--- src/rtl/counter_display_pkg.sv ---
// Shared types and constants for the counter display driver:
// converter FSM states and the active-low 7-segment glyph table (bit0=CA .. bit6=CG).
package counter_display_pkg;

  typedef enum logic [1:0] {
    IDLE  = 2'd0,
    SHIFT = 2'd1,
    DONE  = 2'd2
  } conv_state_t;

  // Glyphs 0-F, segment active when its bit is 0.
  localparam logic [6:0] SEG_TABLE [16] = '{
    7'h40, 7'h79, 7'h24, 7'h30, 7'h19, 7'h12, 7'h02, 7'h78,
    7'h00, 7'h10, 7'h08, 7'h03, 7'h46, 7'h21, 7'h06, 7'h0E
  };

  function automatic logic [6:0] seg_of(input logic [3:0] nib);
    return SEG_TABLE[nib];
  endfunction

endpackage

--- src/rtl/counter_display_driver_decoder.sv ---
// Combinational nibble to active-low 7-segment decoder.
module seven_seg_decoder
  import counter_display_pkg::*;
(
  input  logic [3:0] nibble,
  output logic [6:0] seg
);

  // Pure table lookup, no blanking here.
  always_comb seg = seg_of(nibble);

endmodule

--- src/rtl/counter_display_driver.sv ---
// Multiplexed 7-segment display driver for an upstream binary counter.
// A converter FSM (IDLE, SHIFT x N, DONE) refreshes the display register every
// N+2 cycles; a refresh counter scans the digits with leading-zero blanking.
// Build option DISPLAY_BCD_EN: decimal display via shift-and-add-3; when
// undefined the display is hexadecimal (plain shift, same timing).
module counter_display_driver
  import counter_display_pkg::*;
#(
  parameter int N           = 16,
  parameter int DIGITS      = 8,
  parameter int REFRESH_DIV = 100000
)
(
  input  logic              clock,
  input  logic              reset,
  input  logic [N-1:0]      counterN,
  input  logic              threshold,
  output logic [6:0]        seg,
  output logic              dp,
  output logic [DIGITS-1:0] anodes,
  output logic              conv_done
);

  localparam int WORK_W = 4 * DIGITS;
  localparam int IDX_W  = (DIGITS > 1) ? $clog2(DIGITS) : 1;
  localparam int REF_W  = $clog2(REFRESH_DIV);
  localparam int CNT_W  = (N > 1) ? $clog2(N) : 1;

  // Elaboration-time range checks.
  if (REFRESH_DIV < 2) begin : g_bad_div
    $error("REFRESH_DIV must be at least 2");
  end
`ifdef DISPLAY_BCD_EN
  localparam real BIN_MAX = (2.0 ** N) - 1.0;
  localparam real DEC_LIM = 10.0 ** DIGITS;
  if (BIN_MAX >= DEC_LIM) begin : g_bad_bcd
    $error("DIGITS too small for decimal display of N bits");
  end
`else
  if (N > 4 * DIGITS) begin : g_bad_hex
    $error("DIGITS too small for hex display of N bits");
  end
`endif

  conv_state_t       state, next_state;
  logic [N-1:0]      cap;
  logic              cap_thr;
  logic [WORK_W-1:0] work;
  logic [WORK_W-1:0] shift_src;
  logic [CNT_W-1:0]  bit_cnt;
  logic [WORK_W-1:0] disp_digits;
  logic              disp_thr;

  logic [REF_W-1:0]  refresh;
  logic [IDX_W-1:0]  digit;
  logic [3:0]        sel_nibble;
  logic              upper_zero;
  logic              blank;
  logic [6:0]        digit_seg;

`ifdef DISPLAY_BCD_EN
  // Double-dabble correction: every BCD field >= 5 gets +3 before the shift.
  function automatic logic [WORK_W-1:0] add3(input logic [WORK_W-1:0] v);
    logic [WORK_W-1:0] r;
    r = v;
    for (int i = 0; i < DIGITS; i++) begin
      if (v[4*i +: 4] >= 4'd5) r[4*i +: 4] = v[4*i +: 4] + 4'd3;
    end
    return r;
  endfunction

  assign shift_src = add3(work);
`else
  assign shift_src = work;
`endif

  // Converter state register.
  always_ff @(posedge clock) begin
    if (reset) state <= IDLE;
    else       state <= next_state;
  end

  // Converter next-state: one IDLE, N SHIFT, one DONE.
  always_comb begin
    next_state = state;
    case (state)
      IDLE:    next_state = SHIFT;
      SHIFT:   if (bit_cnt == CNT_W'(N - 1)) next_state = DONE;
      DONE:    next_state = IDLE;
      default: next_state = IDLE;
    endcase
  end

  // Shift counter, restarted on every IDLE.
  always_ff @(posedge clock) begin
    if (reset)               bit_cnt <= '0;
    else if (state == IDLE)  bit_cnt <= '0;
    else if (state == SHIFT) bit_cnt <= bit_cnt + 1'b1;
  end

  // Conversion datapath: capture is frozen after IDLE so input changes wait.
  always_ff @(posedge clock) begin
    case (state)
      IDLE: begin
        cap     <= counterN;
        cap_thr <= threshold;
        work    <= '0;
      end
      SHIFT: begin
        cap  <= cap << 1;
        work <= (shift_src << 1) | WORK_W'(cap[N-1]);
      end
      default: ;
    endcase
  end

  // Display register commit; an aborted conversion never reaches DONE.
  always_ff @(posedge clock) begin
    if (reset) begin
      disp_digits <= '0;
      disp_thr    <= 1'b0;
      conv_done   <= 1'b0;
    end else begin
      conv_done <= (state == DONE);
      if (state == DONE) begin
        disp_digits <= work;
        disp_thr    <= cap_thr;
      end
    end
  end

  // Refresh divider and digit index scan.
  always_ff @(posedge clock) begin
    if (reset) begin
      refresh <= '0;
      digit   <= '0;
    end else if (refresh == REF_W'(REFRESH_DIV - 1)) begin
      refresh <= '0;
      digit   <= (digit == IDX_W'(DIGITS - 1)) ? '0 : digit + 1'b1;
    end else begin
      refresh <= refresh + 1'b1;
    end
  end

  // Select the active nibble; blank it if it and everything above is zero.
  always_comb begin
    sel_nibble = 4'd0;
    upper_zero = 1'b1;
    for (int i = 0; i < DIGITS; i++) begin
      if (IDX_W'(i) == digit) sel_nibble = disp_digits[4*i +: 4];
      if ((IDX_W'(i) >= digit) && (disp_digits[4*i +: 4] != 4'd0)) upper_zero = 1'b0;
    end
    blank = (digit != '0) && upper_zero;
  end

  seven_seg_decoder u_dec (
    .nibble (sel_nibble),
    .seg    (digit_seg)
  );

  // Registered display outputs, one cycle behind the digit index.
  always_ff @(posedge clock) begin
    if (reset) begin
      anodes <= '1;
      seg    <= 7'h7F;
      dp     <= 1'b1;
    end else begin
      anodes <= ~(DIGITS'(1) << digit);
      seg    <= blank ? 7'h7F : digit_seg;
      dp     <= !((digit == '0) && disp_thr);
    end
  end

endmodule

--- config.mk ---
export PLATFORM = sky130hd
export DESIGN_NAME = counter_display_driver
export DESIGN_NICKNAME = d
export VERILOG_FILES = /design/src/rtl/counter_display_pkg.sv /design/src/rtl/counter_display_driver_decoder.sv /design/src/rtl/counter_display_driver.sv
export SDC_FILE = /design/constraint.sdc
export NUM_CORES = 1
export LEC_CHECK = 0
export ABC_AREA = 1
export BUFFER_PORTS_ARGS = -buffer_cell sky130_fd_sc_hd__buf_2
export CAP_MARGIN = 10
export CORE_UTILIZATION = 58
export DETAILED_ROUTE_END_ITERATION = 6
export GPL_ROUTABILITY_DRIVEN = 1
export PLACE_DENSITY = 0.77
export REMOVE_ABC_BUFFERS = 1
export SETUP_SLACK_MARGIN = 0.15
export SLEW_MARGIN = 20
export SYNTH_ARGS = -nofsm -noshare
export SYNTH_HDL_FRONTEND = slang
export SYNTH_SLANG_ARGS = --single-unit
--- constraint.sdc ---
create_clock -name clock -period 4.19 [get_ports clock]
set_clock_uncertainty 0.1 [all_clocks]
set_input_delay 0.2095 -clock clock [delete_from_list [all_inputs] [get_ports clock]]
set_output_delay 0.2095 -clock clock [all_outputs]
set_load 0.02 [all_outputs]
* Word-level counts from Yosys, hierarchy flattened
Memory sizes are Yosys's and may differ from the RTL's. A register that Yosys moved wholly into a read port is not among the register bits. Index checks and enable logic that the tools add are counted.
Word-level totals: flip-flop bits (word level) 118, bits in latches 0, RAM bits 0, memory bits (read-only) 112, bits of input ports 19, output and inout port bits 17, memories 1
Memory list:
- (no name shown) | depth 16, bits a word 7, rd ports 1, clocked after memory_dff 1, write ports 0, line counter_display_pkg.sv:18 | return SEG_TABLE[nib];
Cells by class: add/subtract/negate cells 3, multiply operators 0, div/mod/pow operators 0, order comparisons 8, equal/unequal tests 13, shifts and indexed selects 1, muxes and demuxes 21, bitwise gates (word level) 3, reductions and logical operators 26
Operators by type and width (number):
- 32-bit one-hot mux with 2 select lines | 1
- 4-bit two-way mux | 8
- 32-bit by 1-bit OR with 32-bit output | 1
- 16-bit one-hot mux with 2 select lines | 1
- 4-bit nonzero test | 8
- 17-bit by 1-bit adder with 17-bit output, second input constant | 1
- 17-bit == test, second input constant | 1
- 3-bit == test, first input constant | 4
- 3-bit greater-or-equal comparator, first input constant | 4
- 1-bit logical AND | 10
- 1-bit two-way mux | 8
- 8-bit inverter | 1
- 1-bit by 3-bit left shift with 8-bit output, first input constant | 1
- 2-bit by 3-bit == test with 1-bit output, first input constant | 2
- 1-bit by 3-bit greater-or-equal comparator with 1-bit output, first input constant | 2
- 2-bit by 3-bit greater-or-equal comparator with 1-bit output, first input constant | 2
- 2-bit OR reduction | 3
- 4-bit inverter with 5-bit output | 1
- 4-bit by 1-bit adder with 4-bit output, second input constant | 1
- 4-bit == test, second input constant | 1
- 2-bit one-hot mux with 2 select lines | 1
- 3-bit by 1-bit adder with 3-bit output, second input constant | 1
- 1-bit by 3-bit == test with 1-bit output, first input constant | 1
- 3-bit == test, second input constant | 1
- 10 further kinds | 10

* Logic depth before layout (Yosys ltp)
Gate-level depths: netlist (run 1).
depth after elaboration 12, depth in mapped cells 20, depth with buffers taken out 19

* Modules after synthesis
A second synthesis (run 1) with hierarchy kept.
Unflattened totals: cells, all modules 682, area total of the unflattened synthesis 5585.4 um^2
Modules (own cells, without submodules):
- counter_display_driver | instances 1, cells an instance 633, area each 5311.3 um^2, seq. area each 2992.9 um^2
- seven_seg_decoder | instances 1, cells an instance 49, area each 274.0 um^2, seq. area each 0.0 um^2

* Worst setup path after synthesis (run 1)
No wires, ideal clock.
kind reg-to-reg, start reg digit[0], end reg seg[3], library setup time 0.128 ns, arrival 2.116 ns, required time 3.962 ns, setup slack 1.847 ns, cell stages (with the launch flop) 20, buffers on the path 1, clock period less this slack 2.343 ns, cells stage by stage dfxtp_1 buf_2 inv_1 ha_1 nand2_1 inv_2 nand3_1 o211ai_1 nand2_1 nand2_1 nand2_1 nand2_1 nand2_1 nand2_1 inv_1 ha_1 inv_1 nand2_1 nand3_1 nand3_1
On the way: longest elaborated chain between the ends 12
RTL lines:
- start, declared | line counter_display_driver.sv:55 | logic [IDX_W-1:0] digit;
- start signal, assigned | line counter_display_driver.sv:139 | digit <= (digit == IDX_W'(DIGITS - 1)) ? '0 : digit + 1'b1;
- 1-bit by 3-bit greater-or-equal comparator with 1-bit output | line counter_display_driver.sv:151 | if ((IDX_W'(i) >= digit) && (disp_digits[4*i +: 4] != 4'd0)) upper_zero = 1'b0;
- 1-bit logical AND | line counter_display_driver.sv:151
- 1-bit two-way mux (8 in series) | line counter_display_driver.sv:151
- 1-bit logical AND | line counter_display_driver.sv:153 | blank = (digit != '0) && upper_zero;
- 2-bit OR reduction (no line)
- end, declared | line counter_display_driver.sv:18 | output logic [6:0] seg,
Parallel ways exist; a longest one is shown, timed or not. A chain may end at the register's enable or synchronous reset.

* Worst setup path after layout (run 1)
Same ends and word-level chain as after synthesis.

==> impl_metrics.py, run 1 <==
metrics = {
    "status": {
        "run_status": "completed",
    },
    "detailed_routing": {
        "wl_um": 11100,
        "viasPerCell": 5.25,
        "drtPass1Iterations": 5,
        "drt_iter0_markers": 267,
        "wl_per_cell_um": 13.5,
        "via_count": 4317,
        "antenna_left": 0,
        "drc": 0,
    },
    "timing": {
        "max_slew_margin_pct": 44.1,
        "report.final.slew_viol_count": 0,
        "setup_viol": 0,
        "fmax_mhz": 368,
        "setup_slack_ns": 1.48,
        "setup_tns_ns": 0,
        "worstMarginPinSlew_ns": 0.837,
        "post-route-min-period_ns": 2.71,
        "rsz0062_at_grt": "false",
        "fin_crit_sh_pct": 64.8,
        "hold_viol_final": 0,
    },
    "final_layout": {
        "fin_cells": 823,
        "drive_gt1_share_pct": 14.9,
        "antenna_cells": 0,
        "syn_to_final_growth_pct": 18.6,
        "fill_cells": 679,
        "finalNetCount": 733,
    },
    "yosys": {
        "synth_edf_count": 49,
        "synth_area_um2": 5480,
        "yosysUniqueCellTypes": 40,
        "synthXorXnorAreaFrac_pct": 0.959,
        "synthAdderAreaFrac_pct": 3.42,
        "ys_top_cells_by_area": "dfxtp_1, edfxtp_1, nand2_1",
        "muxShareOfSynthArea_pct": 0,
        "synth_compound_area_share_pct": 11.2,
        "synthSimpleGateAreaFrac_pct": 21.8,
        "ys_ff_latch": 125,
        "yosysTopAreaCell": "dfxtp_1",
        "synth_common_cells": "nand2_1, inv_1, dfxtp_1",
        "synthArstFlopShare_pct": 0,
        "ys_seq_area_share_pct": 54.6,
        "synth_ff_type": "dfxtp_1",
        "ys_warn_count": 0,
        "avgSynthCellArea_um2": 8.51,
        "synth_top_area_share_pct": 27.8,
        "synth_top_family_by_area": "simple AND/OR/NAND/NOR gates",
        "synthMostInstantiatedCell": "nand2_1",
        "syn_inst": 644,
    },
    "grt": {
        "first_global_vias": 4107,
        "grt.overflow.total": 0,
        "grt_pass1_wl_um": 18800,
        "grt_max_degree": 52,
        "grt_antenna_before_repair": 0,
        "groute.usage.overall_pct": 24.3,
    },
    "clock_tree": {
        "cts_max_path_buffers": 2,
        "clock-sinks": 125,
        "ctsHtreeMaxLevel": 4,
        "post_cts_buffers": 0,
        "cts.reportedPaths.clkPinSlew_ns": 0.06,
        "clkLatencyLatePin_ns": 0.52,
        "root_buffer": "clkbuf_8",
        "numCtsBuffers": 17,
        "cts_tree": "yes",
    },
    "setup_path": {
        "cp-startpoint": "digit[0]",
        "critPathMaxFanout": 10,
        "cp_cell_sequence": "inv_1 -> ha_1 -> nand2_1 -> inv_1 -> a21oi_1 -> nand2_1 -> nand2_1 -> nand2_1 -> nand2_1 -> inv_1 -> ha_1 -> inv_1 -> nand2_1 -> nand3_1 -> nand3_1",
        "cpPeakStageDelay_ns": 0.53,
        "critical_path_class": "register to register",
        "critPathBufInv": 4,
        "startpoint_type": "register",
        "cp_data_arrival_time_ns": 3.01,
        "r2r_slack_ns": 1.48,
        "timing.rr.start": "digit[0]",
        "critPathSlowestCell": "dfxtp_1",
        "r2r_end": "seg[3]",
        "crit_family": "simple AND/OR/NAND/NOR gates",
        "worstPathRequired_ns": 4.48,
        "rr_worst_depth": 15,
        "crit_path_frequent_cell": "nand2_1",
        "endpoint_kind": "register",
    },
    "place": {
        "numPlacedInstances": 773,
        "dp_hpwl_um": 7010,
        "gp_congestion": 0.891,
        "pre_cts_ws_ns": 1.50,
        "numPortBuffers": 35,
    },
    "floorplanning": {
        "die_area_um2": 9840,
        "core-area_um2": 9200,
        "die_h_um": 99.2,
        "initial_utilization_pct": 59.6,
        "rows": 35,
        "io_pins": 36,
        "fp.dieW_um": 99.2,
    },
    "power": {
        "power_density_nw_per_um2": 427,
        "p_leak_nw": 2.81,
        "vdd_ir_drop_max_v": 0.000274,
    },
    "min_path": {
        "whs_path_depth": 2,
        "min_from": "threshold",
        "min_to": "cap_thr",
        "min_path_type": "primary input to register",
    },
    "flow_run": {
        "max_cap_violations": 0,
    },
}
-- final cells by class --
class / count / area, µm² / area share [%]
clock inverters: 12 / 108 / 1.66
repair buffers: 57 / 385 / 5.93
inverters: 92 / 350 / 5.39
flip-flops and latches: 125 / 2990 / 46.1
well taps: 111 / 139 / 2.14
multi-input cells: 406 / 2060 / 31.7
clock buffers: 20 / 467 / 7.18
-- through the flow --
stage          total power, mW  hold slack [ns]  cell area, µm²  util [%]
2_1_floorplan             1.36            0.182            5390         -
3_3_place_gp              1.38            0.306            5740      62.5
3_5_place_dp              1.39            0.302            5740      62.5
4_1_cts                   2.79            0.294            6500      70.7
5_1_grt                   2.85            0.306            6500      70.7
6_report                  2.77            0.311            6500      70.7
-- worst max-delay path by stage --
stage	slack [ns]	depth (start not counted)	endpoint
finish	1.48	15	seg[3]
global route	1.17	19	seg[0]
CTS	1.49	19	seg[3]
detailed placement	1.50	19	seg[3]
global placement	1.60	19	seg[3]
floorplan	1.02	5	disp_digits[31]
-- per-layer routing --
layer,up-vias,global-route usage [%],wire (µm)
met4,0,8.60,106
met1,2021,30.8,5210
li1,2196,-,-
met3,11,6.18,435
met2,89,40.4,5350
met5,-,0,0
-- timing repair --
action | CTS | global route
hold buffers | 18 | 0
endpoints found under the setup margin | 0 | 0
resized for setup | 0 | 0
endpoints found under the hold margin | 27 | 0
-- report_power, final --
group          leakage [nW]  switching, mW  internal, mW
registers              1.20         0.0100          1.28
logic                  1.34         0.0482        0.0344
clock network         0.275          0.545         0.854
total                  2.81          0.603          2.17
-- flip-flops by register name, indices dropped and copies added (netlist names) --
signal,flops
conv_done,1
state,2
cap_thr,1
digit,3
disp_digits,32
anodes,8
bit_cnt,4
disp_thr,1
shift_src,32
seg,7
cap,16
dp,1
refresh,17
-- cells in the final DEF, fill, tap and decap left out, drive strengths merged --
cell / n
nor4: 5
o21ai: 51
ha: 15
o22ai: 1
a211oi: 1
a21oi: 54
or2: 3
xor2: 3
inv: 95
nor3b: 1
a21boi: 2
clkinv: 4
clkinvlp: 4
buf: 39
bufinv: 1
a31o: 1
clkbuf: 20
nand2: 141
xnor2: 3
nand4: 6
o211ai: 2
nand3: 36
nor3: 3
dfxtp: 76
nor2: 76
dlygate4sd3: 18
o21bai: 1
edfxtp: 49
o21a: 1
-- kinds of logic after synthesis --
| kind of cell | after synthesis |
|---|---|
| XOR/XNOR | 6 |
| flip-flops | 125 |
| buffers and inverters | 113 |
| adder cells (fa/ha/maj) | 15 |
| AND/OR/NAND/NOR | 271 |
| AO/OA/AOI/OAI | 114 |
Power figures use the tool's default switching activity.
==> inputs of run 2 (changes only) <==
- CORE_UTILIZATION: 58 -> 54
- PLACE_DENSITY: 0.77 -> 0.75
- clock period: 4.19 -> 2.4 ns (I/O delays scaled with it)
==> run 2 against run 1 <==
Effect of this change:
- hold slack got worse by 0.097 ns
- via count is 0.88% higher
- power grew 72%
- non-clock buffer count is 12 higher
- sequential power rose by 74%
- critical path depth decreased by 2
- fmax rose by 24%
- worst setup slack worse by 1.3 ns
- wire length rose by 5.4%
- final cell count up 4.3%
- critical endpoint is now seg[5]
- largest power group unchanged
==> impl_metrics.py, run 2 (same netlist as run 1, synthesis figures left out) <==
metrics = {
    "timing": {
        "hold_viol_final": 0,
        "max_slew_margin_pct": 41.4,
        "rsz0062_at_grt": "true",
        "hold_slack_ns": 0.214,
        "report.final.slew_viol_count": 0,
        "setup_viol": 0,
        "post-route-min-period_ns": 2.20,
        "fin_crit_sh_pct": 91.6,
        "fmax_mhz": 455,
        "worstMarginPinSlew_ns": 0.878,
        "setup_slack_ns": 0.203,
    },
    "final_layout": {
        "final_cell_mix": "nand2_1, inv_1, dfxtp_1",
        "finalNetCount": 746,
        "antenna_cells": 0,
        "layout_commonest_cell": "nand2_1",
        "syn_to_final_growth_pct": 23.4,
        "drive_gt1_share_pct": 19.4,
        "fin_util_pct": 68.9,
    },
    "setup_path": {
        "startpoint_type": "register",
        "cp_data_arrival_time_ns": 2.50,
        "worstPathRequired_ns": 2.70,
        "endpoint_kind": "register",
        "critPathMaxFanout": 5,
        "critical_path_class": "register to register",
    },
    "detailed_routing": {
        "via_count": 4355,
        "wl_um": 11700,
        "dr_wl_met3_um": 473,
        "wl_per_cell_um": 13.6,
        "drt_iter0_markers": 174,
        "viasPerCell": 5.08,
        "drtPass1Iterations": 5,
        "antenna_left": 0,
        "drc": 0,
        "met1_length_um": 5340,
        "top_layer": "met4",
        "dr_wl_met2_um": 5670,
    },
    "power": {
        "p_int_mw": 3.77,
        "power.share.sequential_pct": 47.3,
        "combPwrFrac_pct": 3.1,
        "p_leak_nw": 2.88,
        "p_sw_mw": 0.999,
        "p_sw_share_pct": 21.0,
        "power.share.clock_pct": 49.6,
        "power_density_nw_per_um2": 705,
        "vdd_ir_drop_max_v": 0.000527,
    },
    "clock_tree": {
        "cts_max_path_buffers": 2,
        "root_buffer": "clkbuf_8",
        "clock-sinks": 125,
        "cts_tree": "yes",
        "clkLatencyLatePin_ns": 0.53,
        "ctsHtreeMaxLevel": 4,
        "numCtsBuffers": 17,
        "cts.reportedPaths.clkPinSlew_ns": 0.06,
    },
    "grt": {
        "grt_pass1_wl_um": 19300,
        "grt_max_degree": 52,
        "first_global_vias": 4311,
        "groute.usage.overall_pct": 24.2,
        "grt_antenna_before_repair": 0,
        "grt.overflow.total": 0,
    },
    "floorplanning": {
        "die_area_um2": 10600,
        "core-area_um2": 9820,
        "fp.dieW_um": 103,
        "rows": 36,
        "io_pins": 36,
        "die_h_um": 103,
        "initial_utilization_pct": 55.8,
    },
    "flow_run": {
        "max_cap_violations": 0,
    },
    "place": {
        "gp_congestion": 0.886,
        "numPortBuffers": 35,
        "dp_hpwl_um": 7420,
        "pre_cts_ws_ns": 0.0667,
    },
    "status": {
        "run_status": "completed",
    },
    "min_path": {
        "min_path_type": "primary input to register",
    },
}
run 2: cell types whose count changed in the layout (fill, tap and decap cells not counted), sizes merged:
cell      delta
inv          -1
clkbuf       +7
bufinv       -1
clkinv       -2
nand2        +1
buf         +12
clkinvlp     -3
run 2: repair_timing:
action	CTS	global route
gates resized for setup	4	36
pin swaps	0	10
hold buffers	18	0
setup buffers	0	4
gates cloned	0	1
hold endpoints to repair	28	0
endpoints found under the setup margin	5	7
run 2: final timing paths:
path	slack [ns]	cells after the start	startpoint	end
worst max register to register	0.20	13	digit[1]	seg[5]
worst min-delay path	0.21	2	threshold	cap_thr
worst min register to register	0.32	1	disp_thr	dp
worst max-delay path	0.20	13	digit[1]	seg[5]
run 2: routing by layer:
layer,track usage (%),vias to the layer above
li1,-,2222
met1,29.7,2020
met5,0,-
met2,40.1,91
met4,9.97,0
met3,6.92,22
run 2: power by group through the flow:
stage                     logic [mW]  registers (mW)  clock network, mW
after global placement         0.117            2.30                  0
after global routing           0.166            2.26               2.49
after floorplan               0.0647            2.30                  0
after CTS                      0.145            2.26               2.38
after detailed placement       0.123            2.30                  0
final                          0.148            2.25               2.36
run 2: critical path: stages (launching register included):
cell     delay, ns
dfxtp_4       0.38
buf_6         0.13
ha_2          0.21
ha_4          0.14
inv_1         0.08
or2_2         0.29
nand2_2       0.09
buf_6         0.12
ha_1          0.18
inv_1         0.06
nand3_1       0.08
nand2_1       0.07
nand2_1       0.07
nand3_1       0.06
run 2: cell type report:
type / instances / area, µm²
fill: 815 / 3060
inverter: 92 / 355
clock buffer: 27 / 523
timing repair buffer: 69 / 512
tap: 133 / 166
clock inverter: 5 / 30.0
sequential: 125 / 3000
multi-input combinational: 407 / 2170
run 2: through the flow:
stage,total power [mW],setup TNS [ns],instance area (µm²),std cells
5_1_grt,4.91,0,6760,858
3_5_place_dp,2.42,0,5840,803
2_1_floorplan,2.37,-22.54,5390,623
3_3_place_gp,2.42,0,5840,803
6_report,4.76,0,6760,858
4_1_cts,4.79,0,6580,853
